## src/rtl/game_pkg.sv

```systemverilog
// Shared game types and per-character default tuning.
// Motion states are exported as a 3-bit enum for the sprite animator.
package game_pkg;

    typedef enum logic [2:0] {
        MS_SPAWN   = 3'd0,
        MS_IDLE    = 3'd1,
        MS_MOVING  = 3'd2,
        MS_JUMPING = 3'd3,
        MS_FALLING = 3'd4
    } motion_state_t;

    localparam int TOM_SPAWN_X     = 500;
    localparam int TOM_SPAWN_Y     = 703;
    localparam int TOM_JUMP_H      = 200;
    localparam int JERRY_SPAWN_X   = 200;
    localparam int JERRY_SPAWN_Y   = 703;
    localparam int JERRY_JUMP_H    = 260;

    localparam int DEF_X_TICK       = 400000;
    localparam int DEF_Y_TICK_START = 400000;
    localparam int DEF_Y_TICK_MAX   = 800000;
    localparam int DEF_Y_TICK_MIN   = 200000;
    localparam int DEF_Y_STEP_UP    = 10000;
    localparam int DEF_Y_STEP_DN    = 20000;

    function automatic int max2(input int a, input int b);
        return (a > b) ? a : b;
    endfunction

endpackage

```

## src/rtl/char_motion_ctrl_if.sv

```systemverilog
// Control/collision inputs and position outputs of one character.
// master drives requests and checker flags, slave is the controller.
interface char_motion_ctrl_if #(
    parameter int X_W = 11,
    parameter int Y_W = 10
) ();

    logic                      left;
    logic                      right;
    logic                      jump;
    logic                      freeze;
    logic                      respawn;
    logic                      floor_hit;
    logic                      ceil_hit;
    logic [X_W-1:0]            x;
    logic [Y_W-1:0]            y;
    logic                      facing_left;
    game_pkg::motion_state_t   mstate;

    modport master (
        output left, right, jump, freeze, respawn,
        output floor_hit, ceil_hit,
        input  x, y, facing_left, mstate
    );

    modport slave (
        input  left, right, jump, freeze, respawn,
        input  floor_hit, ceil_hit,
        output x, y, facing_left, mstate
    );

endinterface

```

## src/rtl/char_motion_ctrl_axis_stepper.sv

```systemverilog
// One motion axis: tick counter plus saturating +/-1 position step.
// The counter still restarts when a step is blocked by a bound.
module axis_stepper #(
    parameter int POS_W   = 11,
    parameter int CNT_W   = 19,
    parameter int MIN_POS = 0,
    parameter int MAX_POS = 960
) (
    input  logic             clk,
    input  logic             rst,
    input  logic             hold,
    input  logic             load,
    input  logic [POS_W-1:0] load_pos,
    input  logic             clr,
    input  logic             en,
    input  logic             inc,
    input  logic [CNT_W-1:0] period,
    output logic [POS_W-1:0] pos,
    output logic             step
);

    logic [CNT_W-1:0] cnt;
    logic [CNT_W:0]   cnt_inc;
    logic             at_tick;
    logic             advance;

    assign cnt_inc = {1'b0, cnt} + (CNT_W+1)'(1);
    assign at_tick = cnt_inc >= {1'b0, period};
    assign advance = en && !hold && !load && !clr;
    assign step    = advance && at_tick;

    // counter and position update, saturating at the axis bounds
    always_ff @(posedge clk) begin
        if (rst) begin
            pos <= '0;
            cnt <= '0;
        end else if (!hold) begin
            if (load) begin
                pos <= load_pos;
                cnt <= '0;
            end else if (clr || !en) begin
                cnt <= '0;
            end else if (at_tick) begin
                cnt <= '0;
                if (inc && pos < POS_W'(MAX_POS))
                    pos <= pos + POS_W'(1);
                else if (!inc && pos > POS_W'(MIN_POS))
                    pos <= pos - POS_W'(1);
            end else begin
                cnt <= cnt_inc[CNT_W-1:0];
            end
        end
    end

endmodule

```

## src/rtl/char_motion_ctrl.sv

```systemverilog
// Per-character walk/jump/fall controller with spawn, freeze and clamps.
// Optional macro DOUBLE_JUMP_EN allows one extra jump per airtime.
module char_motion_ctrl
    import game_pkg::*;
#(
    parameter int X_W          = 11,
    parameter int Y_W          = 10,
    parameter int SCR_W        = 1024,
    parameter int SCR_H        = 768,
    parameter int CHAR_W       = 64,
    parameter int CHAR_H       = 64,
    parameter int SPAWN_X      = 500,
    parameter int SPAWN_Y      = 703,
    parameter int X_TICK       = 400000,
    parameter int Y_TICK_START = 400000,
    parameter int Y_TICK_MAX   = 800000,
    parameter int Y_TICK_MIN   = 200000,
    parameter int Y_STEP_UP    = 10000,
    parameter int Y_STEP_DN    = 20000,
    parameter int JUMP_H       = 200
) (
    input logic               clk,
    input logic               rst,
    char_motion_ctrl_if.slave bus
);

    localparam int XC_W   = $clog2(X_TICK + 1);
    localparam int YT_TOP = max2(Y_TICK_MAX, Y_TICK_START);
    localparam int YC_W   = $clog2(YT_TOP + 1);
    localparam int X_HI   = SCR_W - CHAR_W;
    localparam int Y_HI   = SCR_H - CHAR_H;

    motion_state_t  state;
    motion_state_t  next;
    logic [X_W-1:0] x_pos;
    logic [Y_W-1:0] y_pos;
    logic [Y_W-1:0] jump_start;
    logic [Y_W-1:0] jump_floor;
    logic [YC_W-1:0] y_period;
    logic [YC_W-1:0] yp_rise;
    logic [YC_W-1:0] yp_fall;
    logic [YC_W:0]   yp_wide_up;
    logic facing;
    logic hold;
    logic spawn_load;
    logic grounded;
    logic one_dir;
    logic top_reached;
    logic x_en;
    logic x_step;
    logic y_en;
    logic y_inc;
    logic y_clr;
    logic y_step;
    logic start_jump;
    logic land;
    logic air_take;

    // respawn overrides freeze so a frozen character can still be reset
    assign hold       = bus.freeze && !bus.respawn;
    assign spawn_load = (state == MS_SPAWN) && !bus.respawn;
    assign grounded   = bus.floor_hit || (y_pos == Y_W'(Y_HI));
    assign one_dir    = bus.left ^ bus.right;

    assign jump_floor = (jump_start >= Y_W'(JUMP_H)) ?
                        jump_start - Y_W'(JUMP_H) : '0;
    assign top_reached = (y_pos <= jump_floor) || bus.ceil_hit ||
                         (y_pos == '0);

    assign x_en = one_dir && ((state == MS_MOVING) ||
                              (state == MS_JUMPING) ||
                              (state == MS_FALLING));

    assign y_clr = start_jump || (next != state);

    assign yp_wide_up = {1'b0, y_period} + (YC_W+1)'(Y_STEP_UP);
    assign yp_rise = (yp_wide_up > (YC_W+1)'(Y_TICK_MAX)) ?
                     YC_W'(Y_TICK_MAX) : yp_wide_up[YC_W-1:0];
    assign yp_fall = ({1'b0, y_period} >=
                      (YC_W+1)'(Y_TICK_MIN + Y_STEP_DN)) ?
                     y_period - YC_W'(Y_STEP_DN) : YC_W'(Y_TICK_MIN);

`ifdef DOUBLE_JUMP_EN
    logic jump_q;
    logic air_used;

    assign air_take = bus.jump && !jump_q && !air_used &&
                      ((state == MS_JUMPING) ||
                       (state == MS_FALLING && !grounded));

    // jump edge history and the one-per-airtime flag
    always_ff @(posedge clk) begin
        if (rst) begin
            jump_q   <= 1'b0;
            air_used <= 1'b0;
        end else if (bus.respawn) begin
            jump_q   <= bus.jump;
            air_used <= 1'b0;
        end else if (!bus.freeze) begin
            jump_q <= bus.jump;
            if (land)
                air_used <= 1'b0;
            else if (air_take)
                air_used <= 1'b1;
        end
    end
`else
    assign air_take = 1'b0;
`endif

    axis_stepper #(
        .POS_W  (X_W),
        .CNT_W  (XC_W),
        .MIN_POS(0),
        .MAX_POS(X_HI)
    ) u_x (
        .clk     (clk),
        .rst     (rst),
        .hold    (hold),
        .load    (spawn_load),
        .load_pos(X_W'(SPAWN_X)),
        .clr     (bus.respawn),
        .en      (x_en),
        .inc     (bus.right),
        .period  (XC_W'(X_TICK)),
        .pos     (x_pos),
        .step    (x_step)
    );

    axis_stepper #(
        .POS_W  (Y_W),
        .CNT_W  (YC_W),
        .MIN_POS(0),
        .MAX_POS(Y_HI)
    ) u_y (
        .clk     (clk),
        .rst     (rst),
        .hold    (hold),
        .load    (spawn_load),
        .load_pos(Y_W'(SPAWN_Y)),
        .clr     (y_clr || bus.respawn),
        .en      (y_en),
        .inc     (y_inc),
        .period  (y_period),
        .pos     (y_pos),
        .step    (y_step)
    );

    // next-state decode; vertical motion only while staying in the air
    always_comb begin
        next       = state;
        start_jump = 1'b0;
        land       = 1'b0;
        y_en       = 1'b0;
        y_inc      = 1'b0;
        unique case (state)
            MS_SPAWN: next = MS_IDLE;
            MS_IDLE: begin
                if (bus.jump && grounded) begin
                    next       = MS_JUMPING;
                    start_jump = 1'b1;
                end else if (one_dir) begin
                    next = MS_MOVING;
                end else if (!grounded) begin
                    next = MS_FALLING;
                end
            end
            MS_MOVING: begin
                if (bus.jump && grounded) begin
                    next       = MS_JUMPING;
                    start_jump = 1'b1;
                end else if (!grounded) begin
                    next = MS_FALLING;
                end else if (!one_dir) begin
                    next = MS_IDLE;
                end
            end
            MS_JUMPING: begin
                if (air_take)
                    start_jump = 1'b1;
                else if (top_reached)
                    next = MS_FALLING;
                else
                    y_en = 1'b1;
            end
            MS_FALLING: begin
                if (grounded) begin
                    land = 1'b1;
                    next = one_dir ? MS_MOVING : MS_IDLE;
                end else if (air_take) begin
                    next       = MS_JUMPING;
                    start_jump = 1'b1;
                end else begin
                    y_en  = 1'b1;
                    y_inc = 1'b1;
                end
            end
            default: next = MS_SPAWN;
        endcase
    end

    // state, facing, jump origin and vertical period registers
    always_ff @(posedge clk) begin
        if (rst) begin
            state      <= MS_SPAWN;
            y_period   <= '0;
            jump_start <= '0;
            facing     <= 1'b0;
        end else if (bus.respawn) begin
            state    <= MS_SPAWN;
            y_period <= '0;
        end else if (!bus.freeze) begin
            state <= next;
            if (x_step)
                facing <= bus.left;
            if (start_jump)
                jump_start <= y_pos;
            if (state == MS_SPAWN || start_jump || land)
                y_period <= YC_W'(Y_TICK_START);
            else if (y_step)
                y_period <= (state == MS_JUMPING) ? yp_rise : yp_fall;
        end
    end

    assign bus.x           = x_pos;
    assign bus.y           = y_pos;
    assign bus.facing_left = facing;
    assign bus.mstate      = state;

endmodule

```

## src/flat_wrapper.sv

```systemverilog
// flat-port wrapper written by rule: the top's interface ports become plain ports
module char_motion_ctrl_flat import game_pkg::*;
#(
    parameter int X_W          = 11,
    parameter int Y_W          = 10,
    parameter int SCR_W        = 1024,
    parameter int SCR_H        = 768,
    parameter int CHAR_W       = 64,
    parameter int CHAR_H       = 64,
    parameter int SPAWN_X      = 500,
    parameter int SPAWN_Y      = 703,
    parameter int X_TICK       = 400000,
    parameter int Y_TICK_START = 400000,
    parameter int Y_TICK_MAX   = 800000,
    parameter int Y_TICK_MIN   = 200000,
    parameter int Y_STEP_UP    = 10000,
    parameter int Y_STEP_DN    = 20000,
    parameter int JUMP_H       = 200
)
  (clk, rst, bus_left, bus_right, bus_jump, bus_freeze, bus_respawn, bus_floor_hit, bus_ceil_hit, bus_x, bus_y, bus_facing_left, bus_mstate);
  char_motion_ctrl_if #(.X_W(X_W), .Y_W(Y_W)) bus_i ();
  input logic clk;
  input logic rst;
  input wire logic [$bits(bus_i.left)-1:0] bus_left;
  input wire logic [$bits(bus_i.right)-1:0] bus_right;
  input wire logic [$bits(bus_i.jump)-1:0] bus_jump;
  input wire logic [$bits(bus_i.freeze)-1:0] bus_freeze;
  input wire logic [$bits(bus_i.respawn)-1:0] bus_respawn;
  input wire logic [$bits(bus_i.floor_hit)-1:0] bus_floor_hit;
  input wire logic [$bits(bus_i.ceil_hit)-1:0] bus_ceil_hit;
  output wire logic [$bits(bus_i.x)-1:0] bus_x;
  output wire logic [$bits(bus_i.y)-1:0] bus_y;
  output wire logic [$bits(bus_i.facing_left)-1:0] bus_facing_left;
  output wire logic [$bits(bus_i.mstate)-1:0] bus_mstate;
  assign bus_i.left = bus_left;
  assign bus_i.right = bus_right;
  assign bus_i.jump = bus_jump;
  assign bus_i.freeze = bus_freeze;
  assign bus_i.respawn = bus_respawn;
  assign bus_i.floor_hit = bus_floor_hit;
  assign bus_i.ceil_hit = bus_ceil_hit;
  assign bus_x = bus_i.x;
  assign bus_y = bus_i.y;
  assign bus_facing_left = bus_i.facing_left;
  assign bus_mstate = bus_i.mstate;
  char_motion_ctrl #(.X_W(X_W), .Y_W(Y_W), .SCR_W(SCR_W), .SCR_H(SCR_H), .CHAR_W(CHAR_W), .CHAR_H(CHAR_H), .SPAWN_X(SPAWN_X), .SPAWN_Y(SPAWN_Y), .X_TICK(X_TICK), .Y_TICK_START(Y_TICK_START), .Y_TICK_MAX(Y_TICK_MAX), .Y_TICK_MIN(Y_TICK_MIN), .Y_STEP_UP(Y_STEP_UP), .Y_STEP_DN(Y_STEP_DN), .JUMP_H(JUMP_H)) u_core (.clk(clk), .rst(rst), .bus(bus_i));
endmodule
```

## config.mk

```make
export PLATFORM = sky130hd
export DESIGN_NAME = char_motion_ctrl_flat
export DESIGN_NICKNAME = d
export VERILOG_FILES = /design/src/rtl/game_pkg.sv /design/src/rtl/char_motion_ctrl_if.sv /design/src/rtl/char_motion_ctrl_axis_stepper.sv /design/src/rtl/char_motion_ctrl.sv /design/src/flat_wrapper.sv
export SDC_FILE = /design/constraint.sdc
export NUM_CORES = 1
export LEC_CHECK = 0
export BUFFER_PORTS_ARGS = -buffer_cell sky130_fd_sc_hd__buf_2
export CORE_AREA = 8 8 170 172
export DETAILED_ROUTE_END_ITERATION = 8
export DIE_AREA = 0 0 178 180
export GPL_TIMING_DRIVEN = 1
export PLACE_DENSITY = 0.45
export RECOVER_POWER = 100
export SETUP_SLACK_MARGIN = 0.02
export SYNTH_ARGS = -nofsm -noshare
export SYNTH_HDL_FRONTEND = slang
export SYNTH_SLANG_ARGS = --single-unit
```

## constraint.sdc

```tcl
create_clock -name clk -period 6.35 [get_ports clk]
set_clock_uncertainty 0.2 [all_clocks]
set_input_delay 0.635 -clock clk [delete_from_list [all_inputs] [get_ports clk]]
set_output_delay 0.635 -clock clk [all_outputs]
set_load 0.01 [all_outputs]
```

==> metrics.md <==
| Metric | Value |
|---|---|
| N_diodes | `0` |
| Crit share post-route | `about three quarters` |
| Rel. slew slack | `16.52%` |
| Worst r2r dst | `u_core.y_period[12]` |
| Max FO, Critical Path | `13` |
| Via density | `5.300` |
| CTS Buf Count | `9` |
| Reg2Reg Setup Slack | `between 1 and 1.5 ns` |
| Syn Inst Count | `between 900 and 1000` |
| Die Footprint | `~32000 um^2` |
| CTS tree | `done` |
| Die Y | `180 um` |
| Worst hold path stage count | `2` |
| Die width | `178 um` |
| Worst-margin pin slew | `approximately 1.3 ns` |
| Vias post-DR | `roughly 6700` |
| Nets | `roughly 980` |
| Core Box Area | `26350 um^2` |
| EDFF count, synth | `0` |
| Post-synthesis sequential area ratio | `25.07%` |
| WS Path Type | `reg2reg` |
| CTS clk-pin slew, worst paths | `roughly 0.07 ns` |
| Initial Util | `27.27%` |
| Total GRT Usage | `roughly an eighth` |
| Router iterations before antenna repair | `5` |
| Post-synthesis mux area share | `under 10%` |
| Worst Setup End Kind | `flop` |
| Num rows | `60` |
| Maximum vdd drop | `roughly 0.00010 V` |
| Outcome | `completed` |
| WHS Endpoint | `u_core.bus.facing_left` |
| # IOs | `34` |
| WP buf/inv | `1` |
| Netlist cell types | `just over 90` |
| Post-synthesis xor/xnor area fraction | `6.093%` |
| Clk_lat worst skew | `approximately 0.36 ns` |
| Crit start category | `flop` |
| Crit path DAT | `between 4 and 5 ns` |
| Post-Syn Area | `between 7000 and 8000 um^2` |
| WL final | `approximately 21000 um` |
| Synth Area in Compound Gates | `26.25%` |
| DR DRC count | `0` |
| Avg WL per Cell | `16.29 um` |
| First-pass GRT wire length | `around 35000 um` |
| Crit-path cells | `ha_1, inv_1, nor2_1, nand2_1, nor3_1, nand3_1, xnor2_1, ha_1, a21oi_1, o21ai_0, a221o_1, a211o_2, o211ai_1, o21a_1, nor2_1, a2111oi_0` |
| Crit-path slowest cell | `o21a_1` |
| Syn Area/Cell | `around 7.7 um^2` |
| Max clock buf depth | `2` |
| Final Wtd Congestion | `between 0.8 and 0.9` |
| LEAKAGE | `roughly 0.0028 uW` |
| Worst R2R Start | `u_core.u_y.cnt[0]` |
| Max_cap viols | `0` |
| Register area | `approximately 1800 um^2` |
| CTS Sinks | `90` |
| Syn Nets | `990` |
| Pwr Density | `178.6 nW/um^2` |
| RSZ-0062 raised after global routing | `false` |
| Final Critical Period | `about 4.9 ns` |
| Total negative slack | `0 ns` |
| Post-CTS Hold Fix Bufs | `0` |
| Max-slew violation count | `0` |
| Slowest cell delay on critical path | `~0.56 ns` |
| Footprint of the multi-input gates | `4975 um^2` |
| Share of cells above drive strength 1 | `approximately 5.5%` |
| CTS root buffer | `clkbuf_16` |
| Post-synthesis simple-gate area fraction | `between 20% and 30%` |
| H-tree levels | `3` |
| Area grow syn2layout | `7.991%` |
| Antenna Nets Post-Route | `0` |
| Total gr overflow | `0` |
| Final setup fails | `0` |
| Hold path startpoint | `u_core.bus.facing_left` |
| DR iter-0 viols | `351` |
| Fillers | `roughly 2900` |
| #FFs+latches synth | `90` |
| Primary FF master, synth | `dfxtp_1` |
| Pin count of the biggest net entering global routing | `53` |
| Largest family of logic cells by synthesized area | `compound AO/OA/AOI/OAI gates` |
| Power, Total | `roughly 1400 uW` |
| HPWL reported at the end of detailed placement | `roughly 15000 um` |
| Initial antenna violation count | `0` |
| Worst Path Required | `roughly 6.4 ns` |
| Port Buffers | `33` |
| R2R depth | `16` |
| FFs w/ async S/R, synth | `0%` |
| Fmax | `between 0.2 and 0.25 GHz` |
| Worst hold path class | `reg2reg` |
| Hold Vio Cnt, Final | `0` |
| Post-CTS setup repair buffer count | `0` |
| Post-cts resize count | `0` |
| Vias in the first global route | `approximately 6600` |
| Adder-cell share of the synthesized area | `about a tenth` |
| Critical path's top delay family | `compound AO/OA/AOI/OAI gates` |
| Synth Warn # | `0` |
## area by class of cell
type,instances,area share [%]
multi-input cells,751,64.10
flip-flops and latches,90,23.21
well taps,341,5.497
clock buffers,9,2.902
repair buffers,34,1.822
inverters,35,1.693
clock inverters,7,0.7738
## stage by stage
step                instances  util, %  hold WS, ns  instance area (um^2)  worst slack (ns)
floorplan                 928        -       0.2603                  7187             2.519
global placement         1251    28.65       0.2800                  7548             1.939
detailed placement       1251    28.65       0.2880                  7548             1.863
CTS                      1267    29.73       0.3135                  7834             1.817
global route             1267    29.45       0.3438                  7761            0.9086
finish                   1267    29.45       0.3078                  7761             1.486
## synth_stat cells, types with 5 or more instances
cell type | n | area (um^2)
a211oi_1 | 16 | 120.1
a21o_1 | 16 | 120.1
a21oi_1 | 69 | 345.3
a22oi_1 | 16 | 120.1
a31oi_1 | 24 | 150.1
and2_1 | 9 | 56.30
and3_1 | 12 | 75.07
buf_2 | 18 | 90.09
clkbuf_1 | 28 | 105.1
dfxtp_1 | 90 | 1802
ha_1 | 51 | 638.1
inv_1 | 33 | 123.9
mux2i_1 | 17 | 170.2
nand2_1 | 89 | 334.1
nand2b_1 | 14 | 87.58
nand3_1 | 43 | 215.2
nand3b_1 | 7 | 52.55
nand4_1 | 17 | 106.4
nor2_1 | 83 | 311.6
nor2b_1 | 13 | 81.33
nor3_1 | 18 | 90.09
nor4_1 | 9 | 56.30
o21ai_0 | 39 | 195.2
o21ai_1 | 10 | 50.05
o221a_1 | 6 | 67.56
o31a_1 | 5 | 43.79
o32ai_1 | 8 | 70.07
or2_2 | 6 | 37.54
or3_1 | 5 | 31.28
or4_1 | 5 | 37.54
xnor2_1 | 35 | 306.5
xor2_1 | 15 | 131.4
## power by group
group	internal [uW]	total, uW	switching [uW]
registers	577	606	28.7
logic	92.8	239	146
clock network	274	542	268
## worst max path at each step
stage	from	end	slack (ns)	cells past startpoint
2_1_floorplan	u_core.u_y.cnt[0]	u_core.y_period[17]	2.52	18
3_3_place_gp	u_core.u_y.cnt[3]	u_core.u_y.cnt[14]	1.94	14
3_5_place_dp	u_core.u_y.cnt[0]	u_core.u_y.cnt[7]	1.86	16
4_1_cts	u_core.u_y.cnt[0]	u_core.u_y.cnt[7]	1.82	16
5_1_grt	u_core.u_y.cnt[3]	u_core.y_period[12]	0.91	14
6_report	u_core.u_y.cnt[0]	u_core.y_period[12]	1.49	16
## kinds of logic after synthesis
family                   Yosys count
flip-flops                        90
XOR/XNOR                          50
multiplexers                      18
AND/OR/NAND/NOR                  355
buffers and inverters             87
AO/OA/AOI/OAI                    275
adder cells (fa/ha/maj)           53
## worst register-to-register path, cell delays in order, from the launching register on
cell	delay, ns
dfxtp_1	0.40
ha_1	0.24
inv_1	0.07
nor2_1	0.19
nand2_1	0.12
nor3_1	0.51
nand3_1	0.18
xnor2_1	0.24
ha_1	0.30
a21oi_1	0.12
o21ai_0	0.09
a221o_1	0.37
a211o_2	0.29
o211ai_1	0.41
o21a_1	0.57
nor2_1	0.14
a2111oi_0	0.34
## registers in the layout, indices dropped and copies added (netlist names)
name	cells
u_core.u_y.cnt	20
u_core.u_x.cnt	19
u_core.y_period	16
u_core.u_x.pos	11
u_core.jump_start	10
u_core.u_y.pos	10
u_core.bus.mstate	3
u_core.bus.facing_left	1
## placed cells by master (no fill, tap or decap), drive strengths merged, types with 13 or more instances in the layout
| cell type | netlist | routed |
|---|---|---|
| nand3 | 45 | 45 |
| nor2 | 85 | 85 |
| xor2 | 15 | 15 |
| mux2i | 17 | 17 |
| ha | 51 | 51 |
| nor2b | 13 | 13 |
| nand2 | 90 | 90 |
| a21o | 16 | 16 |
| nand2b | 14 | 14 |
| a21oi | 70 | 70 |
| clkbuf | 28 | 34 |
| inv | 34 | 38 |
| nand4 | 19 | 19 |
| a211oi | 17 | 17 |
| dfxtp | 90 | 90 |
| nor3 | 18 | 18 |
| a31oi | 25 | 25 |
| xnor2 | 35 | 35 |
| o21ai | 51 | 51 |
| a22oi | 16 | 16 |
## per-layer routing
metal / part of all wire (%) / global-route usage [%] / vias to the layer above
met3: 3.3 / 2.452 / 21
met2: 45 / 20.84 / 94
met5: 0 / 0 / -
li1: - / - / 3421
met1: 50 / 17.82 / 3179
met4: 1.3 / 3.269 / 0
Power figures use the tool's default switching activity.
